File: src/rtl/ofm_wb.sv
// OFM write-back: packs accepted OFM bytes into 32-bit words and writes them to memory with a valid/ack handshake.
// Optional ReLU on packed bytes is enabled by defining OFM_WB_RELU_EN.
module ofm_wb #(
    parameter int ADDR_W = 16,
    parameter int CNT_W  = 16
) (
    input  logic              clk,
    input  logic              rst_n,
    input  logic              start,
    input  logic [ADDR_W-1:0] base_addr,
    input  logic [CNT_W-1:0]  num_bytes,
    input  logic              ofm_valid,
    input  logic [7:0]        ofm_data,
    output logic              ofm_ready,
    output logic              mem_wr_en,
    output logic [ADDR_W-1:0] mem_addr,
    output logic [31:0]       mem_wdata,
    output logic [3:0]        mem_be,
    input  logic              mem_ack,
    output logic              busy,
    output logic              done,
    output logic [1:0]        dbg_state
);

    typedef enum logic [1:0] {
        IDLE    = 2'd0,
        COLLECT = 2'd1,
        WRITE   = 2'd2,
        DONE    = 2'd3
    } state_t;

    state_t           state;
    logic [1:0]       byte_idx;
    logic [CNT_W-1:0] remaining;
    logic [7:0]       packed_byte;

    // Handshakes: a byte moves when ofm_valid && ofm_ready at a rising edge;
    // a write completes when mem_wr_en && mem_ack at a rising edge.
`ifdef OFM_WB_RELU_EN
    assign packed_byte = ofm_data[7] ? 8'h00 : ofm_data;
`else
    assign packed_byte = ofm_data;
`endif

    assign dbg_state = state;

    // All outputs are registered alongside the state so they change in step with it.
    always_ff @(posedge clk or negedge rst_n) begin
        if (!rst_n) begin
            state     <= IDLE;
            byte_idx  <= 2'd0;
            remaining <= '0;
            ofm_ready <= 1'b0;
            mem_wr_en <= 1'b0;
            mem_addr  <= '0;
            mem_wdata <= '0;
            mem_be    <= '0;
            busy      <= 1'b0;
            done      <= 1'b0;
        end else begin
            done <= 1'b0;
            case (state)
                IDLE: begin
                    if (start) begin
                        mem_addr  <= base_addr;
                        remaining <= num_bytes;
                        byte_idx  <= 2'd0;
                        mem_wdata <= '0;
                        mem_be    <= '0;
                        busy      <= 1'b1;
                        if (num_bytes == '0) begin
                            state <= DONE;
                            done  <= 1'b1;
                        end else begin
                            state     <= COLLECT;
                            ofm_ready <= 1'b1;
                        end
                    end
                end
                COLLECT: begin
                    if (ofm_valid) begin
                        mem_wdata[byte_idx*8 +: 8] <= packed_byte;
                        mem_be[byte_idx]           <= 1'b1;
                        byte_idx                   <= byte_idx + 2'd1;
                        remaining                  <= remaining - 1'b1;
                        if (byte_idx == 2'd3 || remaining == 1) begin
                            state     <= WRITE;
                            ofm_ready <= 1'b0;
                            mem_wr_en <= 1'b1;
                        end
                    end
                end
                WRITE: begin
                    if (mem_ack) begin
                        mem_wr_en <= 1'b0;
                        mem_addr  <= mem_addr + 1'b1;
                        mem_wdata <= '0;
                        mem_be    <= '0;
                        byte_idx  <= 2'd0;
                        if (remaining == '0) begin
                            state <= DONE;
                            done  <= 1'b1;
                        end else begin
                            state     <= COLLECT;
                            ofm_ready <= 1'b1;
                        end
                    end
                end
                DONE: begin
                    state <= IDLE;
                    busy  <= 1'b0;
                end
                default: state <= IDLE;
            endcase
        end
    end

endmodule

File: config.mk
export PLATFORM = sky130hd
export DESIGN_NAME = ofm_wb
export DESIGN_NICKNAME = d
export VERILOG_FILES = /design/src/rtl/ofm_wb.sv
export SDC_FILE = /design/constraint.sdc
export NUM_CORES = 1
export LEC_CHECK = 0
export ABC_AREA = 1
export CAP_MARGIN = 20
export CELL_PAD_IN_SITES_DETAIL_PLACEMENT = 1
export CELL_PAD_IN_SITES_GLOBAL_PLACEMENT = 2
export CORE_MARGIN = 2
export CORE_UTILIZATION = 28
export CTS_CLUSTER_DIAMETER = 120
export DETAILED_ROUTE_END_ITERATION = 8
export PLACE_DENSITY = 0.84
export SLEW_MARGIN = 10
export SYNTH_ARGS = -nofsm -noshare
export SYNTH_HDL_FRONTEND = slang
export SYNTH_SLANG_ARGS = --single-unit
File: constraint.sdc
create_clock -name clk -period 2.4 [get_ports clk]
set_clock_uncertainty 0.05 [all_clocks]
set_input_delay 0.48 -clock clk [delete_from_list [all_inputs] [get_ports clk]]
set_output_delay 0.48 -clock clk [all_outputs]
set_load 0.01 [all_outputs]
# After elaboration in Yosys (flattened, before gate mapping)
# Index checks and enable logic that the tools add are counted.
# word_totals
in_bits,45
register_bits,76
# op_classes
magnitude_cmp,2
bitwise,1
mux,46
eq_ne,11
shift,2
n_addsub,4
n_reduce_logical,17
# ops
cell,n
$mux 32,3
$pmux 32 s3,1
$mux 16,4
$pmux 16 s2,2
$neg 5->34,1
$shift 8x34->32 const A,1
$shiftx 8x34->32,1
$bwmux 32,1
$logic_not 16->1,2
$mux 2,9
$add 16x1->16 const B,1
$eq 16x1->1 const B,1
$sub 16x1->16 const B,1
$mux 1,15
$mux 4,3
$ne 2x2->1 const B,6
$pmux 4 s3,1
$reduce_and 4->1,3
$pmux 2 s4,1
$reduce_bool 2->1,4
$reduce_and 7->1,1
$eq 2x2->1 const B,3
$pmux 1 s2,3
$pmux 2 s3,1
13 further kinds,14

# Depth between registers and ports, before layout
# Gate-level depths: netlist of run 1.
# logic_depth
depth_word,7
depth_mapped,10
ltp_nobuf,10

# Least setup slack after synthesis of run 1
# OpenSTA, ideal clock, no wires.
# synth_timing
path_type,register to register
start,register byte_idx[0]
end,register mem_wdata[16]
setup_slack_ns,0.575
path_stages_with_launch,8
period_less_slack_ns,1.825
t_arrival_ns,1.679
n_path_buf,1
cell_sequence,dfrtp_1 -> clkbuf_1 -> inv_1 -> ha_1 -> inv_1 -> nor2_2 -> nand3_2 -> o31ai_1
# synth_between
elab_chain_cells,5
# synth_rtl
item,line_no,text
from (decl),33,logic [1:0] byte_idx;
from (signal assigned),84,byte_idx <= byte_idx + 2'd1;
$neg 5->34 *,82,mem_wdata[byte_idx*8 +: 8] <= packed_byte;
$shiftx 8x34->32 or $shift 8x34->32 (tied branches),82,
$bwmux 32 *,82,
$mux 32 *,81,if (ofm_valid) begin
$pmux 32 s3 *,62,case (state)
"to (signal, indexed assignment)",82,
to (decl),17,"output logic [31:0] mem_wdata,"
# Every way passes the cells marked *; elsewhere a longest branch is shown, timed or not. The select of a mux whose other input is x is not followed.
# A chain may end at the register's enable or synchronous reset.

# Worst setup path after layout of run 1
# layout_timing
start,"register state[0], in the netlist dbg_state[0]"
end,register mem_wdata[22]
# layout_between
elab_chain_cells,3
# layout_rtl
item,line_no,text
from (decl),32,state_t state;
from (signal assigned),50,state <= IDLE;
from (signal assigned),72,state <= DONE;
from (signal assigned),75,state <= COLLECT;
"$eq 2x2->1, or another cell as far along",62,
$ne 2x2->1 (no line) or $reduce_bool 3->1 (tied branches),n/a,
$reduce_and 4->1 (no line),n/a,
# Parallel ways exist; a longest one is shown, timed or not.

==> results of run 1 <==
layer usage:
layer	wire, µm	up-vias	global-route usage [%]
met2	6580	82	29.6
li1	-	2069	-
met4	188	0	5.75
met5	0	-	0
met3	681	13	3.71
met1	6720	2033	23.7
registers in the layout, summed over array words and instances, names as in the netlist:
| name | flops |
|---|---|
| mem_wdata | 32 |
| dbg_state | 2 |
| mem_addr | 16 |
| ofm_ready | 1 |
| byte_idx | 2 |
| mem_be | 4 |
| busy | 1 |
| done | 1 |
| remaining | 16 |
| mem_wr_en | 1 |
path summary, 6_finish.rpt:
kind / endpoint / depth (start not counted) / start / slack, ps
setup / recovery: mem_wdata[22]$_DFFE_PN0P_ / 9 / dbg_state[0]$_DFFE_PN0P_ / 390
hold / removal: mem_wdata[2]$_DFFE_PN0P_ / 1 / rst_n / 30
setup reg to reg: mem_wdata[22]$_DFFE_PN0P_ / 9 / dbg_state[0]$_DFFE_PN0P_ / 390
hold reg to reg: mem_wdata[19]$_DFFE_PN0P_ / 2 / mem_wdata[19]$_DFFE_PN0P_ / 440
max in group asynchronous: remaining[10]$_DFFE_PN0P_ / 2 / rst_n / 1710
min in group clk: mem_wdata[19]$_DFFE_PN0P_ / 2 / mem_wdata[19]$_DFFE_PN0P_ / 440
power groups by stage:
| stage | sequential, W | clock, W | combinational (W) |
|---|---|---|---|
| CTS | 0.00217 | 0.00143 | 0.00343 |
| global route | 0.00224 | 0.00149 | 0.00380 |
| finish | 0.00217 | 0.00139 | 0.00339 |
| global placement | 0.00215 | 0 | 0.00333 |
| detailed placement | 0.00218 | 0 | 0.00341 |
| floorplan | 0.00217 | 0 | 0.00209 |
layout by cell type (no fill, tap or decap), types with 2 or more instances in the layout:
master,instances
nand2_2,4
inv_1,56
o21a_1,4
o31ai_1,28
nand3_2,2
nor3_1,7
dfrtp_1,76
clkbuf_16,9
o211ai_1,2
ha_1,7
o21ai_1,6
o21ai_0,41
xor2_1,3
a21oi_1,17
buf_4,9
o22ai_1,4
clkdlybuf4s50_1,101
inv_2,2
a22oi_1,2
nand3_1,34
nand3b_1,3
o31ai_2,4
nand2_1,151
nand2_4,4
clkinv_4,3
nand4_1,8
or2_2,4
nor2_1,68
kinds of logic after synthesis:
group / Yosys count / synth area share, %
DFF: 76 / 44.3
AOI/OAI and AO/OA: 112 / 16.2
xor gates and xnor gates: 3 / 0.612
adders and majority gates: 7 / 2.04
and+or+nand+nor: 289 / 29.4
buffers and inverters: 75 / 7.43
critical path: stages (launching register included):
cell,delay [ps]
dfrtp_1,420
inv_1,110
nor2_4,250
buf_4,230
nand2_2,80
nand2_4,90
nor2_8,70
o21ai_1,370
nand2_1,140
o31ai_1,110
per-stage QoR:
step	instance area, µm²	setup slack (ps)	power [W]
final	5830	387	0.00695
after global routing	5830	213	0.00754
after CTS	5830	343	0.00703
after detailed placement	5530	260	0.00559
after global placement	5530	325	0.00548
after floorplan	4300	575	0.00426
layout make-up:
class | count | area, µm²
clock buffers | 10 | 229
fillers | 1847 | 9260
flip-flops and latches | 76 | 1900
clock inverters | 6 | 72.6
repair buffers | 111 | 1100
well taps | 188 | 235
multi-input cells | 411 | 2080
inverters | 58 | 218
==> run metrics, run 1 <==
outcome=finished, final reports clean; Antenna Cells=0; EDFF count, synth=0; post-CTS setup repair buffer count=0; H-tree Lvls=3; Port-buffer cells=102; Netlist cell types=36; crit path launch type=flop; Hold WS=about 30 ps; ratio of cells with drive above 1 in the final layout=roughly 7.4%; DRC Markers=0; clock transition at the registers of the reported paths=70 ps; switching pwr=0.00316 W; first-pass GRT wire length=23100 µm; IO Pins=103; post-CTS sizing=0; Area contributors post-synth=dfrtp_1 44%, nand2_1 13%, nor2_1 5.9%; CP Capture Type=flop; area grow syn2layout=35.7%; Leak Pwr=approximately 2.6 nW; setup TNS=0 ps; syn_nets=614; routability-driven placement congestion ratio=0.849; Yosys top cell by area=dfrtp_1; Cells after Synth=562; # Max-Cap Violations=0; Post-Route Utilization=~39%; largest net degree at the start of global routing=35; vias in the first global route=4377; num rows=45; die area=16400 µm²; Hold Buf Count CTS=0; Synth Cell Area=~4300 µm²; Seq/Total Area, Yosys=44.3%; worst min path class=in2async; via count=4197; # clock sinks=76; clock power share=between 20% and 30%; power per cell area=1190 nW/µm²; Critical Path AT=2210 ps; total gr overflow=0; All-Layer GR Usage=18.0%; final setup vio count=0; final net count=719; Slew Limit Fails=0; count leader, synth=nand2_1; Syn Area/Cell=~7.6 µm²; Placed Cells incl. Taps=844; Clock Tree Buf Depth=2; FF+latch count, synth=76; worst vdd ir=0.000453 V; Reg power frac=between 30% and 40%; die width=128 µm; root buf cell=clkbuf_16; vias per inst=4.88; Synth top area share=44.3%; Internal=0.00380 W; Detailed Route WL=14200 µm; Yosys warning count=0; hpwl dp=10800 µm; RSZ-0062 raised after global routing=no; fin crit period=2010 ps; Initial Utilization=28.5%; DRT Pass-1 Iters=5; CTS Buf Count=9; Slew HR=56.6%; Skew-Pair Late Insertion Delay=340 ps; synth cell count leaders=151 x nand2_1, 76 x dfrtp_1, 68 x nor2_1, 56 x inv_1, 41 x o21ai_0; Switching Fraction=45.4%; remaining antenna violation count after routing=0; core area=15100 µm²; Initial DRC Count=between 150 and 200; Max Clk Rate=0.497 GHz; Die H=128 µm; CTS tree=done; Finished Layout Cells=860; Hold Violations, Final=0; ys async rst share=100%; crit-path max FO=11; Synth Flop Type=dfrtp_1; Tcrit/Tclk final=83.9%; DR WL/cell=16.5 µm; Setup CP Type=reg2reg; initial antenna violation count=0; share of total power in combinational logic=48.8%; Slew @ Worst Pin=~650 ps; worst path required time=2590 ps
Note: power is estimated with default switching activity, not from simulation.
==> run 2, diff against run 1 <==
--- a/config.mk
+++ b/config.mk
@@ -10,10 +10,10 @@
 export CELL_PAD_IN_SITES_DETAIL_PLACEMENT = 1
 export CELL_PAD_IN_SITES_GLOBAL_PLACEMENT = 2
 export CORE_MARGIN = 2
-export CORE_UTILIZATION = 28
+export CORE_UTILIZATION = 25
 export CTS_CLUSTER_DIAMETER = 120
 export DETAILED_ROUTE_END_ITERATION = 8
-export PLACE_DENSITY = 0.84
+export PLACE_DENSITY = 0.79
 export SLEW_MARGIN = 10
 export SYNTH_ARGS = -nofsm -noshare
 export SYNTH_HDL_FRONTEND = slang
==> constraint.sdc (replaced) <==
create_clock -name clk -period 1.8 [get_ports clk]
set_clock_uncertainty 0.05 [all_clocks]
set_input_delay 0.36 -clock clk [delete_from_list [all_inputs] [get_ports clk]]
set_output_delay 0.36 -clock clk [all_outputs]
set_load 0.01 [all_outputs]
==> run 2 against run 1 <==
Effect of this change:
- hold slack gained 400 ps
- flip-flop and latch count unchanged
- largest power group unchanged
- combinational power rose by 44%
- first-iteration DRC count rose by 27%
- final cell count rose by 5.9%
- largest cell class unchanged
- clock power rose by 34%
- critical path type is now reg2out
- critical endpoint is now mem_addr[6]
==> run metrics, run 2 (synthesized netlist as in run 1, its figures left out) <==
Clock Tree Buf Depth=2 (unchanged); core area=16700 µm² (was 15100 µm²); Initial DRC Count=235 (was 185); crit-path leading delay family=buffers and inverters (was simple AND/OR/NAND/NOR gates); Antenna Cells=0 (unchanged); Regs by FF count=mem_wdata x32, mem_addr x16, remaining x16 (unchanged); Detailed Route WL=14200 µm (about the same); crit path launch type=flop (unchanged); ratio of cells with drive above 1 in the final layout=11.6% (was 7.44%); vias per inst=4.68 (was 4.88); total gr overflow=0 (unchanged); remaining antenna violation count after routing=0 (unchanged); crit path max-delay cell type=clkdlybuf4s50_1 (was dfrtp_1); # Max-Cap Violations=0 (unchanged); die area=18300 µm² (was 16400 µm²); CP Capture Type=output port (was flop); # clock sinks=76 (unchanged); H-tree Lvls=3 (unchanged); Slew Limit Fails=0 (unchanged); Die H=135 µm (was 128 µm); commonest non-fill, non-tap cell in the layout=nand2_1 (unchanged); fin crit period=1750 ps; Max Clk Rate=between 0.5 and 0.6 GHz; power per cell area=1580 nW/µm² (was 1190 nW/µm²); final net count=738 (was 719); num rows=47 (was 45); Filler cells=1996 (was 1847); routability-driven placement congestion ratio=0.840 (was 0.849); vias in the first global route=4379 (was 4377); slowest stage delay, CP=560 ps (was 420 ps); DRC Markers=0 (unchanged); outcome=finished, final reports clean (unchanged); hpwl dp=11200 µm (was 10800 µm); Setup CP Type=reg2out (was reg2reg); Port-buffer cells=102 (unchanged); die width=135 µm (was 128 µm); reg-to-reg startpoint=dbg_state[1]$_DFFE_PN0P_ (was dbg_state[0]$_DFFE_PN0P_); worst path required time=1390 ps (was 2590 ps); DR WL/cell=15.6 µm (was 16.5 µm); initial antenna violation count=0 (unchanged); RSZ-0062 raised after global routing=no (unchanged); hold_sp=ofm_ready$_DFFE_PN0P_; clock transition at the registers of the reported paths=60 ps (was 70 ps); Hold Violations, Final=0 (unchanged); CTS Buf Count=9 (unchanged); final worst slack=51.8 ps (was 387 ps); DRT Pass-1 Iters=4 (was 5); final setup vio count=0 (unchanged); commonest cells after routing, fill and taps aside=150 x nand2_1, 99 x clkdlybuf4s50_1, 68 x dfrtp_1 (was 151 x nand2_1, 101 x clkdlybuf4s50_1, 76 x dfrtp_1); All-Layer GR Usage=15.8% (was 18.0%); worst min path class=reg2reg (was in2async); root buf cell=clkbuf_16 (unchanged); Post-Route Utilization=36.4% (was 38.6%); setup TNS=0 ps (unchanged); Skew-Pair Late Insertion Delay=340 ps (about the same); CTS tree=done (unchanged); via count=4268 (was 4197); Placement Setup Slack=-160 ps (was 260 ps); Leak Pwr=2.70 nW (was 2.60 nW); max reg flops=32 (unchanged); critical-path cell list=clkdlybuf4s50_1 (was inv_1 -> nor2_4 -> buf_4 -> nand2_2 -> nand2_4 -> nor2_8 -> o21ai_1 -> nand2_1 -> o31ai_1); IO Pins=103 (unchanged); Tcrit/Tclk final=a little over nine tenths; Initial Utilization=25.7% (was 28.5%); largest net degree at the start of global routing=36 (was 35); Crit. Startpoint=mem_addr[6]$_DFFE_PN0P_ (was dbg_state[0]$_DFFE_PN0P_); worst vdd ir=0.000648 V (was 0.000453 V); Crit path buffers/inverters=1 (was 2); Slew HR=67.4% (was 56.6%); first-pass GRT wire length=22600 µm (was 23100 µm); area grow syn2layout=41.4% (was 35.7%); Critical Path AT=1340 ps (was 2210 ps); crit-path max FO=7 (was 11); register bank with the most flops=mem_wdata (unchanged); Slew @ Worst Pin=490 ps (was 646 ps)
==> run 2: routing by layer <==
| layer | GRT usage, % | vias up | part of all wire (%) |
|---|---|---|---|
| met1 | 21.0 | 2071 | 48 |
| met4 | 3.99 | 0 | 1.1 |
| li1 | - | 2108 | - |
| met2 | 25.9 | 80 | 46 |
| met5 | 0 | - | 0 |
| met3 | 3.94 | 9 | 4.9 |
==> run 2: timing repair <==
action                                  in CTS  in global routing
endpoints found under the hold margin       32                  0
pin swaps                                    0                  0
hold buffers                                 1                  0
endpoints found under the setup margin       8                 41
buffers inserted                             1                  1
gates resized for setup                      6                 13
==> run 2: through the flow <==
step	total power [W]	hold slack [ps]	std cells	instance area, µm²
2_1_floorplan	0.00568	14.4	562	4300
3_3_place_gp	0.00755	304	892	5700
3_5_place_dp	0.00767	308	892	5700
4_1_cts	0.00961	433	910	6030
5_1_grt	0.0104	459	911	6080
6_report	0.00959	433	911	6080
==> run 2: layout make-up <==
| type | instances | area, µm² | share of cell area (%) |
|---|---|---|---|
| Clock buffer | 11 | 243 | 3.99 |
| Clock inverter | 5 | 61.3 | 1.01 |
| Inverter | 58 | 220 | 3.62 |
| Multi-Input combinational cell | 411 | 2110 | 34.7 |
| Sequential cell | 76 | 1910 | 31.5 |
| Tap cell | 220 | 275 | 4.53 |
| Timing Repair Buffer | 130 | 1260 | 20.7 |
==> run 2: where the power goes <==
part / switching (W) / total, W / internal (W)
clock network: 0.000743 / 0.00186 / 0.00112
registers: 0.000566 / 0.00285 / 0.00229
logic: 0.00293 / 0.00488 / 0.00194
==> run 2: worst paths after layout <==
path	cells past startpoint	to	slack [ps]
worst max-delay path	1	mem_addr[6]	50
worst min-delay path	2	ofm_ready$_DFFE_PN0P_	430
worst max register to register	7	remaining[6]$_DFFE_PN0P_	110
worst min register to register	2	ofm_ready$_DFFE_PN0P_	430
max in group asynchronous	3	mem_addr[8]$_DFFE_PN0P_	560
min in group asynchronous	2	mem_wdata[11]$_DFFE_PN0P_	490
==> run 2: worst min-delay path: cells and delay by family, from the launching register on <==
family	cells	cell delay, ps
flip-flops	1	350
AND/OR/NAND/NOR	2	110
